==> src/rtl/mult_share_pkg.sv <==
// Shared definitions for the shared-multiplier arbiter: state encoding,
// default datapath sizing and a constant log2 helper.
package mult_share_pkg;

    typedef enum logic [1:0] {
        IDLE = 2'd0,
        CALC = 2'd1,
        DONE = 2'd2
    } state_t;

    localparam int DEF_W   = 16;
    localparam int DEF_LAT = 2;

    // Ceiling log2, usable in constant expressions (clog2(1) == 0).
    function automatic int clog2(input int v);
        int r;
        r = 0;
        while ((1 << r) < v) r++;
        return r;
    endfunction

endpackage

==> src/rtl/mult_share_arb_if.sv <==
// Request/result bundle between the client blocks and mult_share_arb.
//
// Handshake rules: a transfer on a request lane happens on a rising clock
// edge where req_valid[i] and req_ready[i] are both high. A requester holds
// req_valid[i] and its operand slices steady until that edge. On the result
// side a transfer happens on an edge where res_valid and res_ready are both
// high. res_valid, res_id and res_p stay steady until then, and res_ready
// seen while res_valid is low has no effect.
interface mult_share_arb_if #(
    parameter int NREQ = 4,
    parameter int W    = 16,
    parameter int IDW  = 2
);
    logic [NREQ-1:0]   req_valid;
    logic [NREQ*W-1:0] req_a;
    logic [NREQ*W-1:0] req_b;
    logic [NREQ-1:0]   req_ready;
    logic              res_valid;
    logic              res_ready;
    logic [IDW-1:0]    res_id;
    logic [2*W-1:0]    res_p;
    logic              busy;

    // Client side: issues requests and consumes results.
    modport master (
        output req_valid, req_a, req_b, res_ready,
        input  req_ready, res_valid, res_id, res_p, busy
    );

    // Arbiter side.
    modport slave (
        input  req_valid, req_a, req_b, res_ready,
        output req_ready, res_valid, res_id, res_p, busy
    );
endinterface

==> src/rtl/mult_core.sv <==
// Purely combinational unsigned W x W multiplier producing the full 2*W
// product. Kept as its own module so a gate-level multiplier can replace it.
module mult_core #(
    parameter int W = 16
) (
    input  logic [W-1:0]   a,
    input  logic [W-1:0]   b,
    output logic [2*W-1:0] p
);
    // Widen both operands first so no product bits are lost.
    assign p = (2*W)'(a) * (2*W)'(b);
endmodule

==> src/rtl/mult_share_arb.sv <==
// Round-robin sharing of one multiplier between NREQ requesters. One
// operation is in flight at a time: IDLE grants, CALC waits LAT cycles for
// the multiplier to settle, DONE holds the tagged result until accepted.
module mult_share_arb
    import mult_share_pkg::*;
#(
    parameter int NREQ = 4,
    parameter int W    = DEF_W,
    parameter int LAT  = DEF_LAT,
    parameter int IDW  = 2
) (
    input  logic             clk,
    input  logic             reset,
    mult_share_arb_if.slave  bus,
    output state_t           dbg_state,
    output logic [IDW-1:0]   dbg_rr_ptr
);
    localparam int CW = (LAT > 1) ? clog2(LAT) : 1;

    // The result tag must be wide enough to name every requester.
    if (IDW < clog2(NREQ)) begin : g_idw_chk
        $error("mult_share_arb: IDW too narrow for NREQ");
    end

    state_t            state, state_nx;
    logic [IDW-1:0]    rr_ptr;
    logic [IDW-1:0]    id_r;
    logic [CW-1:0]     cnt;
    logic [W-1:0]      a_r, b_r;
    logic [2*W-1:0]    prod;
    logic              res_valid_r;
    logic [IDW-1:0]    res_id_r;
    logic [2*W-1:0]    res_p_r;

    logic [2*NREQ-1:0] valid_x2;
    logic [NREQ-1:0]   valid_rot;
    logic              found;
    logic [IDW-1:0]    g;
    logic [IDW-1:0]    g_next;
    logic [NREQ-1:0]   grant_vec;
    logic [NREQ-1:0]   grant;
    logic [W-1:0]      a_sel, b_sel;
    int                pos;

    // Rotate requests so bit 0 is the requester at rr_ptr.
    assign valid_x2  = {bus.req_valid, bus.req_valid};
    assign valid_rot = NREQ'(valid_x2 >> rr_ptr);

    // Round-robin pick: first valid requester at or after rr_ptr.
    always_comb begin
        found = 1'b0;
        g     = '0;
        pos   = 0;
        for (int k = 0; k < NREQ; k++) begin
            if (!found && valid_rot[k]) begin
                found = 1'b1;
                pos   = int'(rr_ptr) + k;
                if (pos >= NREQ) pos = pos - NREQ;
                g     = IDW'(pos);
            end
        end
    end

    // Next pointer wraps after the last requester; with NREQ=1 it stays 0.
    assign g_next = (g == IDW'(NREQ - 1)) ? '0 : g + IDW'(1);

    // One-hot grant and operand mux for the picked requester.
    always_comb begin
        grant_vec = '0;
        a_sel     = '0;
        b_sel     = '0;
        for (int i = 0; i < NREQ; i++) begin
            if (found && g == IDW'(i)) begin
                grant_vec[i] = 1'b1;
                a_sel        = bus.req_a[i*W +: W];
                b_sel        = bus.req_b[i*W +: W];
            end
        end
    end

    // Multiplier works on the captured operands for the whole CALC phase.
    mult_core #(.W(W)) u_core (
        .a (a_r),
        .b (b_r),
        .p (prod)
    );

    // State register.
    always_ff @(posedge clk or posedge reset) begin
        if (reset) state <= IDLE;
        else       state <= state_nx;
    end

    // Next-state and grant decode.
    always_comb begin
        state_nx = state;
        grant    = '0;
        unique case (state)
            IDLE: begin
                if (found) begin
                    grant    = grant_vec;
                    state_nx = CALC;
                end
            end
            CALC: begin
                if (cnt == '0) state_nx = DONE;
            end
            DONE: begin
                if (bus.res_ready) state_nx = IDLE;
            end
            default: state_nx = IDLE;
        endcase
    end

    // Operand capture, settle counter, pointer and result registers.
    always_ff @(posedge clk or posedge reset) begin
        if (reset) begin
            rr_ptr      <= '0;
            id_r        <= '0;
            cnt         <= '0;
            a_r         <= '0;
            b_r         <= '0;
            res_valid_r <= 1'b0;
            res_id_r    <= '0;
            res_p_r     <= '0;
        end else begin
            unique case (state)
                IDLE: begin
                    if (found) begin
                        a_r    <= a_sel;
                        b_r    <= b_sel;
                        id_r   <= g;
                        rr_ptr <= g_next;
                        cnt    <= CW'(LAT - 1);
                    end
                end
                CALC: begin
                    if (cnt != '0) begin
                        cnt <= cnt - CW'(1);
                    end else begin
                        res_p_r     <= prod;
                        res_id_r    <= id_r;
                        res_valid_r <= 1'b1;
                    end
                end
                DONE: begin
                    if (bus.res_ready) res_valid_r <= 1'b0;
                end
                default: ;
            endcase
        end
    end

    assign bus.req_ready = reset ? '0 : grant;
    assign bus.res_valid = res_valid_r;
    assign bus.res_id    = res_id_r;
    assign bus.res_p     = res_p_r;
    assign bus.busy      = (state != IDLE);
    assign dbg_state     = state;
    assign dbg_rr_ptr    = rr_ptr;

endmodule

==> src/flat_wrapper.sv <==
// flat-port wrapper written by rule: the top's interface ports become plain ports
module mult_share_arb_flat import mult_share_pkg::*;
#(
    parameter int NREQ = 4,
    parameter int W    = DEF_W,
    parameter int LAT  = DEF_LAT,
    parameter int IDW  = 2
)
  (clk, reset, dbg_state, dbg_rr_ptr, bus_req_valid, bus_req_a, bus_req_b, bus_res_ready, bus_req_ready, bus_res_valid, bus_res_id, bus_res_p, bus_busy);
  mult_share_arb_if #(.NREQ(NREQ), .W(W), .IDW(IDW)) bus_i ();
  input  logic clk;
  input  logic reset;
  output state_t dbg_state;
  output logic [IDW-1:0] dbg_rr_ptr;
  input wire logic [$bits(bus_i.req_valid)-1:0] bus_req_valid;
  input wire logic [$bits(bus_i.req_a)-1:0] bus_req_a;
  input wire logic [$bits(bus_i.req_b)-1:0] bus_req_b;
  input wire logic [$bits(bus_i.res_ready)-1:0] bus_res_ready;
  output wire logic [$bits(bus_i.req_ready)-1:0] bus_req_ready;
  output wire logic [$bits(bus_i.res_valid)-1:0] bus_res_valid;
  output wire logic [$bits(bus_i.res_id)-1:0] bus_res_id;
  output wire logic [$bits(bus_i.res_p)-1:0] bus_res_p;
  output wire logic [$bits(bus_i.busy)-1:0] bus_busy;
  assign bus_i.req_valid = bus_req_valid;
  assign bus_i.req_a = bus_req_a;
  assign bus_i.req_b = bus_req_b;
  assign bus_i.res_ready = bus_res_ready;
  assign bus_req_ready = bus_i.req_ready;
  assign bus_res_valid = bus_i.res_valid;
  assign bus_res_id = bus_i.res_id;
  assign bus_res_p = bus_i.res_p;
  assign bus_busy = bus_i.busy;
  mult_share_arb #(.NREQ(NREQ), .W(W), .LAT(LAT), .IDW(IDW)) u_core (.clk(clk), .reset(reset), .bus(bus_i), .dbg_state(dbg_state), .dbg_rr_ptr(dbg_rr_ptr));
endmodule
==> config.mk <==
export PLATFORM = sky130hd
export DESIGN_NAME = mult_share_arb_flat
export DESIGN_NICKNAME = d
export VERILOG_FILES = /design/src/rtl/mult_share_pkg.sv /design/src/rtl/mult_share_arb_if.sv /design/src/rtl/mult_core.sv /design/src/rtl/mult_share_arb.sv /design/src/flat_wrapper.sv
export SDC_FILE = /design/constraint.sdc
export NUM_CORES = 1
export LEC_CHECK = 0
export ABC_AREA = 1
export CAP_MARGIN = 30
export CELL_PAD_IN_SITES_DETAIL_PLACEMENT = 1
export CELL_PAD_IN_SITES_GLOBAL_PLACEMENT = 2
export CORE_MARGIN = 1
export CORE_UTILIZATION = 35
export CTS_CLUSTER_SIZE = 14
export DETAILED_ROUTE_END_ITERATION = 10
export PLACE_DENSITY = 0.86
export SYNTH_ARGS = -nofsm -noshare
export SYNTH_HDL_FRONTEND = slang
export SYNTH_SLANG_ARGS = --single-unit
export TNS_END_PERCENT = 5
==> constraint.sdc <==
create_clock -name clk -period 12.9 [get_ports clk]
set_clock_uncertainty 0.05 [all_clocks]
set_input_delay 1.935 -clock clk [delete_from_list [all_inputs] [get_ports clk]]
set_output_delay 1.935 -clock clk [all_outputs]
set_load 0.01 [all_outputs]
==> impl_metrics.xml <==
<?xml version="1.0" encoding="UTF-8"?>
<metrics>
  <group name="yosys">
    <metric name="synth-seq-area-share" unit="%">13.1</metric>
    <metric name="synthesis.area_per_instance" unit="µm²">6.90</metric>
    <metric name="ys_types" unit="">33</metric>
    <metric name="synth_fp_nets" unit="">2487</metric>
    <metric name="synth.ff_latch_count" unit="">74</metric>
    <metric name="synth_warnings" unit="">0</metric>
    <metric name="syn-cell-area" unit="µm²">14100</metric>
    <metric name="synthesis.instances" unit="">2050</metric>
  </group>
  <group name="critical_path">
    <metric name="setup.worst_path.end_class" unit="">output port</metric>
    <metric name="cp_slowest_stage_delay" unit="ps">560</metric>
    <metric name="wp_data_required" unit="ps">10910</metric>
    <metric name="worst-endpoint-arrival" unit="ps">5170</metric>
    <metric name="worst-path-max-fanout" unit="">33</metric>
    <metric name="crit_path_cell_trace" unit="">clkdlybuf4s50_1 -&gt; nand2_1 -&gt; nand3_1 -&gt; nand2_2 -&gt; inv_1 -&gt; nor2_1 -&gt; nand4_1 -&gt; o21ai_0 -&gt; ha_1 -&gt; buf_4 -&gt; nand2_4 -&gt; nor2_1 -&gt; clkdlybuf4s50_1</metric>
    <metric name="cp-start-kind" unit="">input pin</metric>
    <metric name="critical_path.n_buffers_inverters" unit="">4</metric>
    <metric name="crit_family" unit="">buffers and inverters</metric>
    <metric name="critical-path-slowest-cell" unit="">sky130_fd_sc_hd__clkdlybuf4s50_1</metric>
    <metric name="path_class" unit="">input pin to output port</metric>
  </group>
  <group name="layout">
    <metric name="antennaDiodeCount" unit="">0</metric>
    <metric name="regArea" unit="µm²">1850</metric>
    <metric name="nets" unit="">2572</metric>
    <metric name="post_route_cells_drive_above_1_share" unit="%">3.79</metric>
    <metric name="multi_input_area" unit="µm²">9810</metric>
    <metric name="area_growth" unit="%">15.8</metric>
    <metric name="final_common_cell" unit="">sky130_fd_sc_hd__nand2_1</metric>
    <metric name="layout_common_cells" unit="">sky130_fd_sc_hd__nand2_1, sky130_fd_sc_hd__inv_1, sky130_fd_sc_hd__fa_1, sky130_fd_sc_hd__clkdlybuf4s50_1, sky130_fd_sc_hd__nand3_1</metric>
    <metric name="nFillCells" unit="">5155</metric>
  </group>
  <group name="placement">
    <metric name="numPortBuffers" unit="">178</metric>
    <metric name="gp_routability_congestion" unit="">0.872</metric>
    <metric name="hpwlAfterDp" unit="mm">37.4</metric>
  </group>
  <group name="timing">
    <metric name="finalSetupViolCount" unit="">0</metric>
    <metric name="setup_repair_after_global_routing_missed_its_margin" unit="">no</metric>
    <metric name="period_needed" unit="ps">7150</metric>
    <metric name="clock.fmax" unit="GHz">0.140</metric>
    <metric name="relSlewSlack" unit="%">33.4</metric>
    <metric name="timing.final.hold_violations" unit="">0</metric>
    <metric name="final.period_utilization" unit="%">55.4</metric>
    <metric name="finalSetupTns" unit="ps">0</metric>
    <metric name="final-max-slew-violation-count" unit="">0</metric>
    <metric name="tightest_slew" unit="ps">999</metric>
  </group>
  <group name="clocking">
    <metric name="tritoncts_clock_tree" unit="">done</metric>
    <metric name="cts_post_setup_buffers_inserted" unit="">0</metric>
    <metric name="tritoncts.num_buffers" unit="">9</metric>
    <metric name="ctsLongestPathBuffers" unit="">2</metric>
    <metric name="cts.clk_slew.worst_paths" unit="ps">70</metric>
    <metric name="h_tree_depth" unit="">3</metric>
    <metric name="cts_resized" unit="">0</metric>
    <metric name="cts_hold_buffers" unit="">0</metric>
    <metric name="cts_root_buffer" unit="">sky130_fd_sc_hd__clkbuf_16</metric>
    <metric name="clkLatencyLatePin" unit="ps">360</metric>
    <metric name="clock-sinks" unit="">74</metric>
  </group>
  <group name="die">
    <metric name="boundaryPins" unit="">179</metric>
    <metric name="placeableCoreArea" unit="µm²">39800</metric>
    <metric name="dieWidth" unit="µm">203</metric>
    <metric name="fp.dieH" unit="µm">203</metric>
    <metric name="design.die.area" unit="µm²">41200</metric>
    <metric name="floorplan.initialDensity" unit="%">35.5</metric>
    <metric name="fp-row-count" unit="">73</metric>
  </group>
  <group name="global_routing">
    <metric name="overflow" unit="">0</metric>
    <metric name="grt_start_max_net_pins" unit="">75</metric>
    <metric name="grt_util_all_layers" unit="%">23.9</metric>
    <metric name="first_global_vias" unit="">14300</metric>
    <metric name="grt_pass1_wl" unit="mm">77.0</metric>
    <metric name="antenna_violations_before_repair" unit="">0</metric>
  </group>
  <group name="outcome">
    <metric name="status" unit="">finished, final reports clean</metric>
  </group>
  <group name="detailed_routing">
    <metric name="drt-pass1-iter-count" unit="">5</metric>
    <metric name="initialDrtViolationCount" unit="">535</metric>
    <metric name="sum_of_routed_wire_length_over_all_layers" unit="mm">46.3</metric>
    <metric name="vias_per_cell" unit="">4.84</metric>
    <metric name="wire_per_inst" unit="µm">17.4</metric>
    <metric name="final_antenna_net_count" unit="">0</metric>
    <metric name="vias" unit="">12900</metric>
    <metric name="drc" unit="">0</metric>
  </group>
  <group name="min_path">
    <metric name="holdCritPathClass" unit="">flop to flop</metric>
  </group>
  <group name="job">
    <metric name="max-cap-violations" unit="">0</metric>
  </group>
</metrics>
==> state kept, by name, summed over array words and instances, names as in the netlist <==
signal                cells
u_core.dbg_state          2
u_core.b_r               16
u_core.bus.res_id         2
u_core.dbg_rr_ptr         2
u_core.bus.res_p         32
u_core.id_r               2
u_core.cnt                1
u_core.bus.res_valid      1
u_core.a_r               16
==> layout make-up <==
class                   instances  area share [%]
inverters                     496            11.4
multi-input cells            1364            59.9
flip-flops and latches         74            11.3
repair buffers                190            11.4
clock buffers                   9            1.38
well taps                     525            4.01
clock inverters                 7           0.497
==> cell usage after synthesis (all sizes together) <==
| cell | number | area, µm² |
|---|---|---|
| clkbuf | 84 | 315 |
| fa | 194 | 3880 |
| o21bai | 1 | 7.51 |
| nand3b | 3 | 22.5 |
| a21oi | 65 | 325 |
| xor2 | 4 | 35.0 |
| inv | 496 | 1870 |
| ha | 108 | 1350 |
| nand3 | 139 | 701 |
| buf | 32 | 295 |
| nor2 | 79 | 297 |
| xnor2 | 11 | 96.3 |
| nand4 | 16 | 115 |
| o21ai | 39 | 195 |
| nand2 | 691 | 2700 |
| nor3 | 8 | 40.0 |
| a21boi | 1 | 7.51 |
| and2 | 2 | 12.5 |
| a21o | 1 | 7.51 |
| dfrtp | 74 | 1850 |
| o21a | 2 | 15.0 |
==> tightest hold or removal path, stage by stage, from the launching register on <==
cell and delay (ps):
sky130_fd_sc_hd__dfrtp_1 350, sky130_fd_sc_hd__nand2_1 50, sky130_fd_sc_hd__nand2_1 40
==> cells by family (layout without fill, tap and decap cells) <==
group | Yosys count | in the layout | synth area share, %
DFF | 74 | 74 | 13.1
AOI/OAI and AO/OA | 109 | 109 | 3.95
buffers and inverters | 612 | 702 | 17.5
and+or+nand+nor | 938 | 938 | 27.5
adders and majority gates | 302 | 302 | 37.0
xor gates and xnor gates | 15 | 15 | 0.929
==> routing by layer <==
layer	vias up	GRT usage, %	part of all wire, %
li1	6129	-	-
met1	6469	31.5	46
met2	243	41.5	49
met3	56	2.49	3.3
met4	0	6.07	2.0
met5	-	0	0
==> final timing paths <==
kind	startpoint	endpoint	slack [ps]	cells past startpoint
worst max-delay path	bus_req_valid[0]	bus_req_ready[2]	5750	13
worst min-delay path	u_core.bus.res_p[4]	u_core.bus.res_p[4]	430	2
worst max register to register	u_core.b_r[1]	u_core.bus.res_p[22]	6580	19
worst min register to register	u_core.bus.res_p[4]	u_core.bus.res_p[4]	430	2
max in group asynchronous	reset	u_core.a_r[5]	9820	3
min in group asynchronous	reset	u_core.bus.res_valid	1910	2
==> metrics by stage <==
stage | utilization (%) | hold slack, ps | setup WS [ps] | instance area [µm²] | std cells
2_1_floorplan | - | 399 | 6860 | 14100 | 2050
3_3_place_gp | 40.3 | 411 | 5870 | 16100 | 2649
4_1_cts | 41.1 | 429 | 5750 | 16400 | 2665
3_5_place_dp | 40.3 | 412 | 5770 | 16100 | 2649
5_1_grt | 41.1 | 451 | 5460 | 16400 | 2665
6_report | 41.1 | 426 | 5750 | 16400 | 2665
Power is not shown: default switching activity piles up to over one toggle a cycle in this logic, so the estimate is an artifact.
